File: src/rtl/alu_operand_pkg.sv
// ALU operand stage shared types.
// Operand select encodings and the x0 index.
package alu_operand_pkg;

  typedef enum logic [1:0] {
    A_RS1  = 2'd0,
    A_PC   = 2'd1,
    A_ZERO = 2'd2
  } a_sel_t;

  typedef enum logic [1:0] {
    B_RS2  = 2'd0,
    B_IMM  = 2'd1,
    B_FOUR = 2'd2
  } b_sel_t;

  localparam logic [4:0] REG_ZERO = 5'd0;

endpackage

File: src/rtl/operand_forward_unit.sv
// Combinational forwarding resolve for one source register.
// Ports: addr/used/rf_data, fwd_* entries -> data, stall.
module operand_forward_unit
  import alu_operand_pkg::*;
#(
  parameter int XLEN    = 32,
  parameter int NUM_FWD = 2
) (
  input  logic [4:0]                    addr,
  input  logic                          used,
  input  logic [XLEN-1:0]               rf_data,
  input  logic [NUM_FWD-1:0]            fwd_valid,
  input  logic [NUM_FWD-1:0]            fwd_busy,
  input  logic [NUM_FWD-1:0][4:0]       fwd_rd,
  input  logic [NUM_FWD-1:0][XLEN-1:0]  fwd_data,
  output logic [XLEN-1:0]               data,
  output logic                          stall
);

  logic hit;

  // Entry 0 is youngest; first match wins and
  // shadows any older entry, busy or not.
  always_comb begin
    data  = rf_data;
    stall = 1'b0;
    hit   = 1'b0;
    for (int i = 0; i < NUM_FWD; i++) begin
      if (!hit && fwd_valid[i] &&
          fwd_rd[i] == addr &&
          addr != REG_ZERO) begin
        hit   = 1'b1;
        data  = fwd_data[i];
        stall = used && fwd_busy[i];
      end
    end
  end

endmodule

File: src/rtl/alu_operand_stage.sv
// Registered ALU operand select with forwarding and load-use stall.
// Ports: decode side in_*, fwd_* bypass, EX side out_*/a/b/store_data.
module alu_operand_stage
  import alu_operand_pkg::*;
#(
  parameter int XLEN    = 32,
  parameter int NUM_FWD = 2,
  parameter int CNT_W   = 16
) (
  input  logic                          clk,
  input  logic                          rst,
  input  logic                          flush,
  input  logic                          in_valid,
  output logic                          in_ready,
  input  logic [4:0]                    rs1_addr,
  input  logic [4:0]                    rs2_addr,
  input  logic                          rs1_used,
  input  logic                          rs2_used,
  input  logic [XLEN-1:0]               rs1_data,
  input  logic [XLEN-1:0]               rs2_data,
  input  logic [XLEN-1:0]               pc,
  input  logic [XLEN-1:0]               imm,
  input  a_sel_t                        a_sel,
  input  b_sel_t                        b_sel,
  input  logic [NUM_FWD-1:0]            fwd_valid,
  input  logic [NUM_FWD-1:0]            fwd_busy,
  input  logic [NUM_FWD-1:0][4:0]       fwd_rd,
  input  logic [NUM_FWD-1:0][XLEN-1:0]  fwd_data,
  output logic                          out_valid,
  input  logic                          out_ready,
  output logic [XLEN-1:0]               a,
  output logic [XLEN-1:0]               b,
  output logic [XLEN-1:0]               store_data,
  output logic [CNT_W-1:0]              stall_cnt
);

  logic [XLEN-1:0] rs1_fwd;
  logic [XLEN-1:0] rs2_fwd;
  logic            rs1_stall;
  logic            rs2_stall;
  logic            hazard;
  logic            accept;
  logic [XLEN-1:0] a_nxt;
  logic [XLEN-1:0] b_nxt;

  operand_forward_unit #(
    .XLEN    (XLEN),
    .NUM_FWD (NUM_FWD)
  ) u_fwd_rs1 (
    .addr      (rs1_addr),
    .used      (rs1_used),
    .rf_data   (rs1_data),
    .fwd_valid (fwd_valid),
    .fwd_busy  (fwd_busy),
    .fwd_rd    (fwd_rd),
    .fwd_data  (fwd_data),
    .data      (rs1_fwd),
    .stall     (rs1_stall)
  );

  operand_forward_unit #(
    .XLEN    (XLEN),
    .NUM_FWD (NUM_FWD)
  ) u_fwd_rs2 (
    .addr      (rs2_addr),
    .used      (rs2_used),
    .rf_data   (rs2_data),
    .fwd_valid (fwd_valid),
    .fwd_busy  (fwd_busy),
    .fwd_rd    (fwd_rd),
    .fwd_data  (fwd_data),
    .data      (rs2_fwd),
    .stall     (rs2_stall)
  );

  assign hazard   = in_valid && (rs1_stall || rs2_stall);
  assign in_ready = !flush && !hazard &&
                    (!out_valid || out_ready);
  assign accept   = in_valid && in_ready;

  always_comb begin
    case (a_sel)
      A_RS1:   a_nxt = rs1_fwd;
      A_PC:    a_nxt = pc;
      default: a_nxt = '0;
    endcase
  end

  always_comb begin
    case (b_sel)
      B_RS2:   b_nxt = rs2_fwd;
      B_IMM:   b_nxt = imm;
      B_FOUR:  b_nxt = XLEN'(4);
      default: b_nxt = '0;
    endcase
  end

  always_ff @(posedge clk) begin
    if (rst) begin
      out_valid  <= 1'b0;
      a          <= '0;
      b          <= '0;
      store_data <= '0;
      stall_cnt  <= '0;
    end else begin
      if (flush) begin
        out_valid <= 1'b0;
      end else if (accept) begin
        out_valid  <= 1'b1;
        a          <= a_nxt;
        b          <= b_nxt;
        store_data <= rs2_fwd;
      end else if (out_ready) begin
        out_valid <= 1'b0;
      end
      if (hazard && stall_cnt != '1)
        stall_cnt <= stall_cnt + 1'b1;
    end
  end

endmodule
File: config.mk
export PLATFORM = sky130hd
export DESIGN_NAME = alu_operand_stage
export DESIGN_NICKNAME = d
export VERILOG_FILES = /design/src/rtl/alu_operand_pkg.sv /design/src/rtl/operand_forward_unit.sv /design/src/rtl/alu_operand_stage.sv
export SDC_FILE = /design/constraint.sdc
export NUM_CORES = 1
export LEC_CHECK = 0
export ABC_AREA = 1
export BUFFER_PORTS_ARGS = -buffer_cell sky130_fd_sc_hd__buf_2
export CAP_MARGIN = 20
export CORE_UTILIZATION = 44
export CTS_CLUSTER_SIZE = 28
export DETAILED_ROUTE_END_ITERATION = 16
export HOLD_SLACK_MARGIN = 0.1
export PLACE_DENSITY = 0.78
export SETUP_SLACK_MARGIN = 0.2
export SKIP_CTS_REPAIR_TIMING = 1
export SLEW_MARGIN = 20
export SYNTH_ARGS = -nofsm -noshare
export SYNTH_HDL_FRONTEND = slang
export SYNTH_SLANG_ARGS = --single-unit
export TNS_END_PERCENT = 20
File: constraint.sdc
create_clock -name clk -period 1.69 [get_ports clk]
set_input_delay 0.0845 -clock clk [delete_from_list [all_inputs] [get_ports clk]]
set_output_delay 0.0845 -clock clk [all_outputs]
set_load 0.05 [all_outputs]
==> impl_metrics.env <==
export IMPL_status="finished, violations left"
export IMPL_violations="setup timing"
export IMPL_fin_worst_skew_ps=10.5
export IMPL_finalSetupViolations=10
export IMPL_pwr_share_seq_pct=31.0
export IMPL_hold_ws_ps=42.4
export IMPL_synth_top_cells_by_count="nand2_1, nor2_1, inv_1, dfxtp_1, nand3_1"
export IMPL_synth_area_per_cell_um2=5.63
export IMPL_clk_pin_slew_ps=60
export IMPL_hold_viol=0
export IMPL_power_switching_uw=3410
export IMPL_cp_top_family="simple AND/OR/NAND/NOR gates"
export IMPL_crit_arrival_ps=2060
export IMPL_die_area_um2=17900
export IMPL_vias=10800
export IMPL_r2r_end="stall_cnt[5]$_SDFFE_PP0P_"
export IMPL_final_core_util_pct=74.8
export IMPL_p_int_uw=6040
export IMPL_areaGrowthSynthToFinish_pct=64.2
export IMPL_core_region_area_um2=16800
export IMPL_p_sw_share_pct=36.1
export IMPL_io_buffers=340
export IMPL_ant_nets=0
export IMPL_max_slew_margin_rel_pct=69.1
export IMPL_rr_worst_depth=10
export IMPL_max_vdd_ir_drop_v=0.000708
export IMPL_track_usage_pct=33.7
export IMPL_synth_distinct_cells=29
export IMPL_drt_iter0_markers=1125
export IMPL_path_class="reg -> reg"
export IMPL_final_setup_tns_ps=-66.6
export IMPL_ys_ff_latch=113
export IMPL_yosys_area_top_type="dfxtp_1"
export IMPL_syn_instance_count=1356
export IMPL_routedWlPerCell_um=17.8
export IMPL_ff2ff_setup_slack_ps=-30
export IMPL_grt_first_pass_wirelength_um=47000
export IMPL_tightest_slew_ps=460
export IMPL_synth_edf_count=0
export IMPL_fp_dieW_um=134
export IMPL_dr_pass1_iters=7
export IMPL_grt_overflow_total=0
export IMPL_async_reset_ff_share_pct=0
export IMPL_htree_levels=4
export IMPL_place_ws_ps=-197
export IMPL_fp_row_count=47
export IMPL_cts_root_buffer="clkbuf_16"
export IMPL_finalMaxSlewViolations=0
export IMPL_finalWirelength_um=36200
export IMPL_crit_cells=10
export IMPL_max_stage_delay_ps=370
export IMPL_rsz0062_at_grt="yes"
export IMPL_clk_latency_ps=420
export IMPL_antenna_found_initial=6
export IMPL_crit_slowest_cell="dfxtp_4"
export IMPL_grt_max_degree=61
export IMPL_synth_nets=1584
export IMPL_period_share_pct=102
export IMPL_yosysMostFrequentCell="nand2_1"
export IMPL_fin_ws_ps=-26.3
export IMPL_drc=0
export IMPL_cp_num_buf_inv=1
export IMPL_p_clk_share_pct=37.6
export IMPL_hp_class="in -> reg"
export IMPL_ys_flop_type="dfxtp_1"
export IMPL_cts_buffer_depth=2
export IMPL_min_period_ps=1720
export IMPL_drive_gt1_share_pct=39.3
export IMPL_fp_dieH_um=134
export IMPL_yosysSeqAreaShare_pct=29.6
export IMPL_worstSetupStartpoint="stall_cnt[0]$_SDFFE_PP0P_"
export IMPL_cp_end_kind="flip-flop"
export IMPL_grt_pass1_vias=8788
export IMPL_crit_path_start_kind="flip-flop"
export IMPL_placed_cell_area_um2=9910
export IMPL_layout_nets=2022
export IMPL_design_area_um2=12500
export IMPL_crit_path_end="stall_cnt[5]$_SDFFE_PP0P_"
export IMPL_yosysTopAreaCellShare_pct=29.6
export IMPL_syn_cell_area_um2=7630
export IMPL_ios=341
export IMPL_start_util_pct=45.5
export IMPL_p_per_area_nw_per_um2=754
export IMPL_gp_congestion=1.00
export IMPL_viasPerCell=5.31
export IMPL_crit_chain="ha_4 -> nand2_4 -> nor3_4 -> nand2_1 -> nor2_1 -> nand4_1 -> nand3_4 -> buf_12 -> nand2_1 -> a21oi_2"
export IMPL_cts_made_buffers=17
export IMPL_clock_sinks=113
export IMPL_comb_power_share_pct=31.4
export IMPL_clock_fmax_mhz=583
export IMPL_synth_warnings=0
export IMPL_crit_path_max_fanout=10
export IMPL_crit_top_cell="nand2_1"
export IMPL_cts_tree="yes"
export IMPL_synth_area_leaders="dfxtp_1, nand2_1, nor2_1, inv_1, nand3_1"
export IMPL_rr_startpoint="stall_cnt[0]$_SDFFE_PP0P_"
export IMPL_post_dp_hpwl_um=23500
export IMPL_critPathRequiredTime_ps=2030
export IMPL_maxCapViolCount=0
export IMPL_leakagePower_uw=0.00656
==> cell families (layout without fill, tap and decap cells) <==
| logic type | after synthesis | count (layout) | synth area share, % |
|---|---|---|---|
| buf+inv | 227 | 677 | 12.7 |
| flops | 113 | 113 | 29.6 |
| fa+ha+maj | 1 | 1 | 0.164 |
| simple gates | 854 | 855 | 45.3 |
| other cells | 0 | 6 | 0 |
| compound gates | 147 | 147 | 10.6 |
| xor+xnor | 14 | 14 | 1.61 |
==> how the worst min path moves through the flow <==
stage | to | depth (start not counted) | startpoint | slack, ps
3_5_place_dp | out_valid$_SDFFE_PP0P_ | 3 | flush | 340
3_3_place_gp | out_valid$_SDFFE_PP0P_ | 3 | flush | 330
4_1_cts | out_valid$_SDFFE_PP0P_ | 3 | flush | -90
6_report | a[13]$_SDFFE_PP0P_ | 5 | pc[13] | 40
2_1_floorplan | stall_cnt[3]$_SDFFE_PP0P_ | 1 | rst | 140
5_1_grt | b[14]$_SDFFE_PP0P_ | 5 | imm[14] | 90
==> metal layers <==
layer  vias up  GRT usage (%)  wire, um
li1       5074              -         -
met1      4799           45.6     13700
met2       753           51.3     16600
met3       162           8.37      4130
met4         0           12.7      1780
met5         -              0         0
==> cells in the final DEF (no fill, tap or decap), types with 27 or more instances in the layout <==
cell           synthesis  routed
o211ai_1              30      30
nand2_2                3      88
a21oi_1               51      42
nor2_4                 4      32
nand2_1              517     396
nand3_1               76      75
nor2_1               215     156
buf_4                  3      56
inv_1                129     126
dfxtp_1              113     102
nor2_2                 2      33
buf_2                 19     335
o21ai_1               31      29
o21ai_0               35      34
clkbuf_16              0      27
dlygate4sd3_1          0      62
nand2_4                0      36
==> power by group through the flow <==
stage               combinational [uW]  sequential (uW)  clock [uW]
finish                            2970             2930        3550
global route                      3140             2940        3700
CTS                               2300             2920        3560
detailed placement                2290             2970           0
global placement                  2280             2970           0
floorplan                          896             3550           0
==> sequential cells by signal (all words and copies together), names as in the netlist <==
register,count
a,32
b,32
out_valid,1
stall_cnt,16
store_data,32
==> worst min-delay path, cell delays in order <==
cell and delay, ps:
buf_2 80, nand2_1 40, nand2_1 110, nor2_4 30, nor2_1 70
==> area by class of cell <==
type,instances,area (um^2)
Clock buffer,20,468
Antenna cell,6,15.0
Clock inverter,12,106
Sequential cell,113,2290
Tap cell,220,275
Fill cell,1322,4230
Timing Repair Buffer,498,3520
Multi-Input combinational cell,1017,5300
Inverter,147,558
==> per-stage QoR <==
| step | instances | total power [uW] |
|---|---|---|
| after global placement | 1898 | 5240 |
| after global routing | 2032 | 9780 |
| after CTS | 1930 | 8770 |
| after detailed placement | 1898 | 5260 |
| after floorplan | 1356 | 4450 |
| final | 2033 | 9450 |
Note: power is estimated with default switching activity, not from simulation.
